[config.mk]
export PLATFORM = sky130hd
export DESIGN_NAME = pollard_exp_sequencer
export DESIGN_NICKNAME = d
export VERILOG_FILES = /design/src/rtl/pollard_exp_sequencer.sv
export SDC_FILE = /design/constraint.sdc
export NUM_CORES = 1
export LEC_CHECK = 0
export CAP_MARGIN = 0
export CORE_MARGIN = 10
export CORE_UTILIZATION = 46
export DETAILED_ROUTE_END_ITERATION = 10
export PLACE_DENSITY_LB_ADDON = 0.25
export SKIP_LAST_GASP = 1
export SYNTH_ARGS = -nofsm -noshare
export SYNTH_HDL_FRONTEND = slang
export SYNTH_SLANG_ARGS = --single-unit
[constraint.sdc]
create_clock -name clk -period 6.3 [get_ports clk]
set_clock_uncertainty 0.2 [all_clocks]
set_input_delay 1.89 -clock clk [delete_from_list [all_inputs] [get_ports clk]]
set_output_delay 1.89 -clock clk [all_outputs]
set_load 0.005 [all_outputs]
[src/rtl/pollard_exp_sequencer.sv]
// Pollard p-1 stage sweep sequencer: launches base^k on the shared exponentiation engine
// for k = 2..bound, guards each launch with a watchdog, and streams results downstream.
module pollard_exp_sequencer #(
    parameter int unsigned BASE_W  = 9,
    parameter int unsigned EXP_W   = 8,
    parameter int unsigned RES_W   = 100,
    parameter int unsigned SETTLE  = 2,
    parameter int unsigned TIMEOUT = 255
) (
    input  logic              clk,
    input  logic              reset,
    input  logic              start,
    input  logic [BASE_W-1:0] base_in,
    input  logic [EXP_W-1:0]  bound,
    output logic [BASE_W-1:0] exp_base,
    output logic [EXP_W-1:0]  exp_exponent,
    output logic              exp_start,
    input  logic [RES_W-1:0]  exp_result,
    input  logic              exp_done,
    output logic              res_valid,
    input  logic              res_ready,
    output logic [RES_W-1:0]  res_data,
    output logic [EXP_W-1:0]  res_exponent,
    output logic              busy,
    output logic              done,
    output logic              timeout_err
);

    localparam int unsigned CNT_W = $clog2(TIMEOUT + 1);

    typedef enum logic [2:0] {
        S_IDLE,
        S_LAUNCH,
        S_WAIT,
        S_PRESENT,
        S_FINISH,
        S_ERROR
    } state_t;

    state_t            state, state_n;
    logic [BASE_W-1:0] base_q, base_n;
    logic [EXP_W-1:0]  bound_q, bound_n;
    logic [EXP_W-1:0]  k, k_n;
    logic [CNT_W-1:0]  cnt, cnt_n;
    logic [BASE_W-1:0] exp_base_n;
    logic [EXP_W-1:0]  exp_exponent_n;
    logic              exp_start_n;
    logic              res_valid_n;
    logic [RES_W-1:0]  res_data_n;
    logic [EXP_W-1:0]  res_exponent_n;
    logic              busy_n;
    logic              done_n;
    logic              timeout_err_n;

    // State and registered outputs
    always_ff @(posedge clk or negedge reset) begin
        if (!reset) begin
            state        <= S_IDLE;
            base_q       <= '0;
            bound_q      <= '0;
            k            <= '0;
            cnt          <= '0;
            exp_base     <= '0;
            exp_exponent <= '0;
            exp_start    <= 1'b0;
            res_valid    <= 1'b0;
            res_data     <= '0;
            res_exponent <= '0;
            busy         <= 1'b0;
            done         <= 1'b0;
            timeout_err  <= 1'b0;
        end else begin
            state        <= state_n;
            base_q       <= base_n;
            bound_q      <= bound_n;
            k            <= k_n;
            cnt          <= cnt_n;
            exp_base     <= exp_base_n;
            exp_exponent <= exp_exponent_n;
            exp_start    <= exp_start_n;
            res_valid    <= res_valid_n;
            res_data     <= res_data_n;
            res_exponent <= res_exponent_n;
            busy         <= busy_n;
            done         <= done_n;
            timeout_err  <= timeout_err_n;
        end
    end

    // Next state; outputs are decoded from the next state so they line up with the state
    always_comb begin
        state_n        = state;
        base_n         = base_q;
        bound_n        = bound_q;
        k_n            = k;
        cnt_n          = cnt;
        exp_base_n     = exp_base;
        exp_exponent_n = exp_exponent;
        res_data_n     = res_data;
        res_exponent_n = res_exponent;
        busy_n         = busy;
        timeout_err_n  = timeout_err;
        done_n         = 1'b0;

        case (state)
            S_IDLE: begin
                if (start) begin
                    base_n        = base_in;
                    bound_n       = bound;
                    k_n           = EXP_W'(2);
                    timeout_err_n = 1'b0;
                    busy_n        = 1'b1;
                    state_n       = (bound < EXP_W'(2)) ? S_FINISH : S_LAUNCH;
                end
            end
            S_LAUNCH: begin
                cnt_n   = '0;
                state_n = S_WAIT;
            end
            S_WAIT: begin
                // Engine done is only trusted once the settle window has passed
                if (cnt >= CNT_W'(SETTLE) && exp_done) begin
                    res_data_n     = exp_result;
                    res_exponent_n = k;
                    state_n        = S_PRESENT;
                end else if (cnt == CNT_W'(TIMEOUT - 1)) begin
                    state_n = S_ERROR;
                end else begin
                    cnt_n = cnt + CNT_W'(1);
                end
            end
            S_PRESENT: begin
                if (res_valid && res_ready) begin
                    if (k == bound_q) begin
                        state_n = S_FINISH;
                    end else begin
                        k_n     = k + EXP_W'(1);
                        state_n = S_LAUNCH;
                    end
                end
            end
            S_FINISH: begin
                busy_n  = 1'b0;
                done_n  = 1'b1;
                state_n = S_IDLE;
            end
            S_ERROR: begin
                busy_n        = 1'b0;
                timeout_err_n = 1'b1;
                state_n       = S_IDLE;
            end
            default: state_n = S_IDLE;
        endcase

        exp_start_n = (state_n == S_LAUNCH);
        res_valid_n = (state_n == S_PRESENT);
        if (state_n == S_LAUNCH) begin
            exp_base_n     = base_n;
            exp_exponent_n = k_n;
        end
    end

endmodule
# ---- Word-level counts from Yosys, hierarchy flattened
# Index checks and enable logic that the tools add are counted.
# Widths: inputs -> output; s select.
dict set report word_totals {
  reg_bits 166
  out_inout_bits 130
}
dict set report classes {
  n_addsub 2
  n_lt_le_gt_ge 2
  n_eq_ne 12
  mux 21
  n_reduce_logical 12
}
# operator count
set op_table {}
lappend op_table {{$mux 8} 5}
lappend op_table {{$pmux 8 s2} 2}
lappend op_table {{$mux 3} 6}
lappend op_table {{$mux 9} 2}
lappend op_table {{$add 8x1->8 const B} 2}
lappend op_table {{$pmux 3 s4} 1}
lappend op_table {{$eq 3x2->1 const B} 3}
lappend op_table {{$eq 8x8->1} 1}
lappend op_table {{$eq 8x8->1 const B} 1}
lappend op_table {{$ge 8x2->1 const B} 1}
lappend op_table {{$lt 8x2->1 const B} 1}
lappend op_table {{$reduce_and 2->1} 4}
lappend op_table {{$eq 3x1->1 const B} 2}
lappend op_table {{$eq 3x3->1 const B} 2}
lappend op_table {{$ne 2x2->1 const B} 3}
lappend op_table {{$reduce_bool 2->1} 3}
lappend op_table {{$pmux 1 s2} 2}
lappend op_table {{$logic_not 3->1} 1}
lappend op_table {{$mux 1} 3}
lappend op_table {{$reduce_and 3->1} 1}
lappend op_table {{$logic_and 1x1->1} 2}
lappend op_table {{$reduce_or 2->1} 1}

# ---- Depth between registers and ports, before layout
# Gate-level depths: netlist of the first run.
dict set report logic_depth {
  word_depth 5
  ltp_mapped 10
  ltp_nobuf 8
}

# ---- Worst setup path before layout of the first run
# Ideal clock, no wire load.
dict set report synth_path {
  path_kind {input port to flip-flop}
  startpoint {in start}
  endpoint {reg exp_base[1]}
  setup_ns 0.125
  t_arrival_ns 3.726
  path_slack_ns 2.249
  stages 9
  path_cell_list {or3b_1 -> or2_2 -> clkbuf_1 -> o21ai_1 -> a211o_1 -> and4b_1 -> buf_6 -> buf_6 -> mux2_4}
}
dict set report synth_between {
  elab_chain_cells 3
  elab_cells_between_ends 5
  cone_classes {eq/ne: 1; mux: 4}
}
# element line_no
set synth_rtl {}
lappend synth_rtl {{start: declaration} 12} ;# input logic start,
lappend synth_rtl {{$mux 3} 107} ;# if (start) begin
lappend synth_rtl {{$pmux 3 s4} 105} ;# case (state)
lappend synth_rtl {{net state_n[0]} 40} ;# state_t state, state_n;
lappend synth_rtl {{$eq 3x1->1} -}
lappend synth_rtl {{net exp_start_n} 47} ;# logic exp_start_n;
lappend synth_rtl {{end signal: assignment} 78} ;# exp_base <= exp_base_n;
lappend synth_rtl {{end: declaration} 15} ;# output logic [BASE_W-1:0] exp_base,
# The timed path passes the listed nets, and every way through them passes these cells.
# A chain may end at the register's enable or synchronous reset.

# ---- Final worst setup path of the first run
dict set report layout_path {
  startpoint {in bound[4]}
  endpoint {reg exp_base[7]}
}
dict set report layout_between {
  elab_chain_cells 5
}
# element line_no
set layout_rtl {}
lappend layout_rtl {{start: declaration} 14} ;# input logic [EXP_W-1:0] bound,
lappend layout_rtl {{$lt 8x2->1} 113} ;# state_n = (bound < EXP_W'(2)) ? S_FINISH : S_LAUNCH;
lappend layout_rtl {{$mux 3} 113}
lappend layout_rtl {{$mux 3} 107}
lappend layout_rtl {{$pmux 3 s4} 105}
lappend layout_rtl {{net state_n[0]} 40}
lappend layout_rtl {{$eq 3x1->1} 157} ;# if (state_n == S_LAUNCH) begin
# The timed path passes the listed nets, and every way through them passes these cells.

==> results.py, run 1 <==
metrics = {
    "grt": {
        "grt_max_degree": 110,
        "antenna_found_initial": 0,
        "grt_pass1_wl_um": 31100,
        "grt_pass1_vias": 5634,
        "grt_remaining_overflow": 0,
        "grt_usage_pct": 20.0,
    },
    "clock_network": {
        "cts_hold_buf": 0,
        "htreeDepth": 4,
        "cts_setup_buffers": 0,
        "clock-sinks": 166,
        "cts_tree": "done",
        "path_clk_slew_ps": 60,
        "numCtsBuffers": 17,
        "ctsResizeCount": 0,
        "clockBufferDepth": 2,
        "clock_latency_ps": 420,
        "cts_root_buf": "clkbuf_16",
    },
    "final_layout": {
        "final_cell_area_um2": 9860,
        "final_nets": 1073,
        "area_delta_synth_final_pct": 48.7,
        "antennaDiodeCount": 0,
        "drive_gt1_share_pct": 5.93,
    },
    "sta": {
        "worst_pin_slew_ps": 1130,
        "hold_viol_final": 0,
        "period_share_pct": 69.1,
        "slew_headroom_pct": 24.4,
        "slew_violations": 0,
        "rsz0062_at_grt": "no",
        "layout_min_cycle_time_ps": 4350,
        "setup_viol": 0,
        "setup_slack_ps": 1950,
        "setup_tns_ps": 0,
        "fmax_mhz": 230,
    },
    "synthesis": {
        "syn_nets": 829,
        "synthesis.area_per_instance_um2": 9.41,
        "synth_warnings": 0,
        "yosysSeqAreaShare_pct": 62.7,
        "ys_top_cells_by_area": "dfrtp_1, nand2_1, clkbuf_1, mux2_4, mux2_2",
        "synth_flop_cell": "dfrtp_1",
        "netlist.area_leader.share_pct": 62.7,
        "synth.distinct_cells": 44,
        "synth-edff-count": 0,
        "synth_async_sr_flop_share_pct": 100,
        "synth_seq_cells": 166,
        "syn-cell-area_um2": 6630,
        "synth_top_area_cell": "dfrtp_1",
        "synth_commonest_cells": "nand2_1, dfrtp_1, clkbuf_1",
        "synthCells": 704,
        "yosysMostFrequentCell": "nand2_1",
    },
    "power_and_ir_drop": {
        "swShare_pct": 31.0,
        "seqPwrFrac_pct": 39.9,
        "p_sw_uw": 1360,
        "ir_drop_mv": 0.282,
        "power_uw": 4370,
        "clkPwrFrac_pct": 22.6,
        "p_int_uw": 3020,
        "p_per_area_nw_per_um2": 444,
        "p_leak_uw": 0.00479,
        "p_comb_share_pct": 37.5,
    },
    "detailed_routing": {
        "drt-pass1-iter-count": 6,
        "wl_per_cell_um": 17.6,
        "routed_via_density": 4.95,
        "drt_wl_total_um": 20100,
        "drt_iter0_drc": 292,
        "drc": 0,
        "ant_nets": 0,
        "vias": 5651,
    },
    "worst_hold_path": {
        "hold_path.class": "flop to flop",
        "whs_path_depth": 2,
    },
    "flow_run": {
        "cap_violations": 0,
    },
    "place": {
        "pre_cts_ws_ps": 1510,
        "placed_cell_area_um2": 9290,
        "place.gp.congestion": 0.837,
        "post-dp-hpwl_um": 14700,
        "io_buffers": 251,
    },
    "die": {
        "fp.dieH_um": 140,
        "start_util_pct": 47.4,
        "die-area_um2": 19600,
        "core_um2": 14000,
        "rows": 43,
        "fp.dieW_um": 140,
        "io-pin-count": 252,
    },
    "critical_path": {
        "worstPathMaxFanout": 18,
        "cp-end-kind": "flop",
        "worstPathRequired_ps": 6400,
        "arrival_ps": 4450,
        "worstSetupPathType": "input port to flop",
        "cp-start-kind": "input port",
        "ff2ff_path_depth": 5,
        "r2r_slack_ps": 3170,
    },
    "status": {
        "status": "finished clean",
    },
}
==> routing by layer <==
metal / up-vias / part of all wire (%) / track usage [%] / wire (um)
met2: 209 / 49 / 32.7 / 9820
met4: 0 / 3.0 / 8.64 / 603
met3: 33 / 7.1 / 6.19 / 1420
met5: - / 0 / 0 / 0
li1: 2720 / - / - / -
met1: 2689 / 41 / 23.9 / 8230
==> kinds of logic (layout without fill, tap and decap cells) <==
family          count (synthesis)  after routing  share of synthesized area [%]
xor+xnor                       12             12                           1.59
compound gates                 34             34                           3.42
flops                         166            166                           62.7
mux                            18             18                           3.40
buf+inv                        39            296                           2.45
simple gates                  432            432                           25.9
fa+ha+maj                       3              3                          0.567
==> worst max-delay path, stage by stage <==
cell and delay (ps):
clkdlybuf4s50_1 420, or4_1 520, nor4_1 480, o21ai_1 120, a211o_1 270, and4b_1 210
buf_4 230, mux2_4 320
==> layout make-up <==
class / instances / area, um2
flip-flops and latches: 166 / 4150
fillers: 1102 / 4130
repair buffers: 258 / 2570
multi-input cells: 499 / 2320
clock buffers: 21 / 470
well taps: 180 / 225
clock inverters: 11 / 100
inverters: 6 / 22.5
==> per-stage QoR <==
step	std cells	util, %	hold slack (ps)
floorplan	704	-	236
global placement	1109	66.4	252
detailed placement	1109	66.4	258
CTS	1141	70.5	273
global route	1141	70.5	289
finish	1141	70.5	271
==> sequential cells by signal (all words and copies together) (netlist names) <==
signal and count:
res_data 100, base_q 9, exp_base 9, bound_q 8
cnt 8, exp_exponent 8, k 8, res_exponent 8
state 3, busy 1, done 1, exp_start 1
res_valid 1, timeout_err 1
==> power by group through the flow <==
stage,sequential (uW),combinational (uW),clock [uW]
2_1_floorplan,1760,616,0
3_3_place_gp,1740,1620,0
3_5_place_dp,1760,1660,0
4_1_cts,1750,1670,1010
5_1_grt,1800,1800,1050
6_report,1740,1640,989
==> cells in the final DEF (no fill, tap or decap), types with 3 or more instances in the layout <==
cell,count
mux2_2,8
o31ai_1,4
nor2_1,8
xnor2_1,3
clkinv_2,4
nor4_1,6
nand2_1,392
xor2_1,9
dfrtp_1,166
inv_1,6
clkdlybuf4s50_1,250
a21oi_1,4
mux2_4,7
clkinv_4,3
nand3_1,5
or3_1,3
buf_4,7
clkbuf_16,17
ha_1,3
o211ai_1,4
o21ai_0,10
mux2i_1,3
clkbuf_8,3
==> path summary, 6_finish.rpt <==
kind                                start               to
worst max-delay path             bound[4]      exp_base[7]
worst min-delay path            base_q[4]        base_q[4]
worst max register to register   state[0]           cnt[1]
worst min register to register  base_q[4]        base_q[4]
max in group asynchronous           reset  exp_exponent[0]
min in group asynchronous           reset     res_data[69]
Power figures use the tool's default switching activity.
==> run 2: changes to the inputs <==
Settings changed: CORE_UTILIZATION 46 to 40.
Clock period 6.3 ns to 3.8 ns, I/O delays scaled along.
==> run 2 against run 1 <==
  * Routed wire length fell by 0.89%
  * Combinational power is 66% higher
  * Non-clock buffer count grew 5
  * Power increased by 66%
  * Worst hold slack about the same
  * Utilization decreased by 8.2 points
  * Cell count is 3.5% higher
  * Flip-flop and latch count did not move
  * Via count shrank 2.4%
  * Sequential power increased by 66%
  * Die area grew 13%
  * Clock power is 64% higher
  * Critical path type unchanged
  * Critical endpoint is now exp_exponent[7]
  * Largest cell class unchanged
  * Largest power group unchanged
  * Highest routed layer unchanged
==> results.py, run 2 (synthesized netlist as in run 1, its figures left out) <==
metrics = {
    "status": {
        "status": "finished clean",
    },
    "worst_hold_path": {
        "hold_path.class": "flop to flop",
    },
    "detailed_routing": {
        "drt-pass1-iter-count": 6,
        "drt_iter0_drc": 291,
        "drc": 0,
        "routed_via_density": 4.67,
        "ant_nets": 0,
        "wl_per_cell_um": 16.8,
        "drt_wl_total_um": 19900,
        "vias": 5517,
    },
    "die": {
        "fp.dieH_um": 149,
        "fp.dieW_um": 149,
        "io-pin-count": 252,
        "core_um2": 16100,
        "rows": 46,
        "die-area_um2": 22100,
        "start_util_pct": 41.3,
    },
    "final_layout": {
        "final_cell_area_um2": 9990,
        "nFillCells": 1352,
        "drive_gt1_share_pct": 6.22,
        "largest-register": "res_data",
        "largest_reg_flops": 100,
        "instances_no_fill": 1181,
        "final_nets": 1078,
        "top_regs": "res_data (100), base_q (9), exp_base (9)",
        "antennaDiodeCount": 0,
        "layout_commonest_cell": "nand2_1",
        "area_delta_synth_final_pct": 50.8,
        "layout_common_cells": "nand2_1, clkdlybuf4s50_1, dfrtp_1, clkbuf_16, o21ai_0",
    },
    "critical_path": {
        "critPathCapture": "exp_exponent[7]",
        "cp-end-kind": "flop",
        "cp-start-kind": "input port",
        "r2r_end": "exp_exponent[7]",
        "worstSetupPathType": "input port to flop",
        "arrival_ps": 3580,
        "ff2ff_path_depth": 9,
        "crit_start": "bound[4]",
        "worstPathRequired_ps": 3900,
        "worstPathMaxFanout": 8,
        "r2r_start": "cnt[0]",
        "r2r_slack_ps": 750,
    },
    "clock_network": {
        "htreeDepth": 4,
        "path_clk_slew_ps": 60,
        "clockBufferDepth": 2,
        "cts_hold_buf": 0,
        "clock-sinks": 166,
        "cts_setup_buffers": 0,
        "clock_latency_ps": 420,
        "numCtsBuffers": 17,
        "cts_root_buf": "clkbuf_16",
        "ctsResizeCount": 0,
        "cts_tree": "done",
    },
    "place": {
        "dp_cells": 1150,
        "io_buffers": 251,
        "placed_cell_area_um2": 9440,
        "post-dp-hpwl_um": 14400,
        "place.gp.congestion": 0.807,
    },
    "sta": {
        "rsz0062_at_grt": "no",
        "setup_tns_ps": 0,
        "slew_violations": 0,
        "worst_pin_slew_ps": 640,
        "hold_viol_final": 0,
        "setup_viol": 0,
        "period_share_pct": 91.7,
        "fmax_mhz": 287,
        "slew_headroom_pct": 57.1,
        "layout_min_cycle_time_ps": 3480,
    },
    "power_and_ir_drop": {
        "p_int_uw": 5030,
        "clkPwrFrac_pct": 22.3,
        "p_leak_uw": 0.00483,
        "swShare_pct": 30.5,
        "power_uw": 7240,
        "p_per_area_nw_per_um2": 725,
        "seqPwrFrac_pct": 39.9,
        "p_sw_uw": 2210,
        "ir_drop_mv": 0.352,
        "p_comb_share_pct": 37.7,
    },
    "grt": {
        "grt_usage_pct": 17.6,
        "antenna_found_initial": 0,
        "grt_max_degree": 110,
        "grt_pass1_wl_um": 30700,
        "grt_remaining_overflow": 0,
        "grt_pass1_vias": 5533,
    },
    "flow_run": {
        "cap_violations": 0,
    },
}
run 2: changes by cell type in the layout (fill, tap and decap cells not counted):
cell,previous run,this run
clkinvlp_4,2,3
clkinv_4,3,0
clkinv_2,4,5
inv_6,1,0
buf_12,0,6
buf_4,7,6
clkbuf_1,1,2
run 2: final cells by class:
cell class,count,area (um2),share of cell area (%)
flip-flops and latches,166,4150,41.6
repair buffers,263,2680,26.8
multi-input cells,499,2320,23.2
clock buffers,22,474,4.74
well taps,216,270,2.70
clock inverters,9,77.6,0.776
inverters,6,22.5,0.225
run 2: worst min path at each step:
| stage | start | to | slack [ps] | depth (start not counted) |
|---|---|---|---|---|
| floorplan | base_q[0] | base_q[0] | 240 | 2 |
| global placement | base_q[5] | base_q[5] | 250 | 2 |
| detailed placement | res_data[70] | res_data[70] | 260 | 2 |
| CTS | res_data[38] | res_data[38] | 280 | 2 |
| global route | res_data[36] | res_data[36] | 290 | 2 |
| finish | res_data[14] | res_data[14] | 270 | 2 |
run 2: stage by stage:
stage               util [%]  worst slack, ps  hold slack [ps]
floorplan                  -              499              236
global placement        58.8            -80.8              254
detailed placement      58.8             -104              261
CTS                     62.2              315              276
global route            62.2              222              286
finish                  62.2              317              271
run 2: power groups by stage:
stage | registers [uW] | logic (uW) | clock network [uW]
2_1_floorplan | 2920 | 1020 | 0
3_3_place_gp | 2900 | 2730 | 0
3_5_place_dp | 2920 | 2780 | 0
4_1_cts | 2900 | 2800 | 1660
5_1_grt | 2980 | 3030 | 1740
6_report | 2890 | 2730 | 1620
run 2: critical path, stage by stage:
cell	delay, ps
clkdlybuf4s50_1	410
or4_1	540
nor4_1	260
buf_4	190
o21ai_1	60
a211o_1	260
and4b_1	260
buf_4	190
mux2_2	270
run 2: routing by layer:
layer	track usage [%]	wire length [um]	part of all wire, %	vias up
met4	7.78	534	2.7	0
met5	0	0	0	-
met2	28.6	9550	48	183
li1	-	-	-	2724
met1	21.4	8480	43	2575
met3	4.88	1330	6.7	35
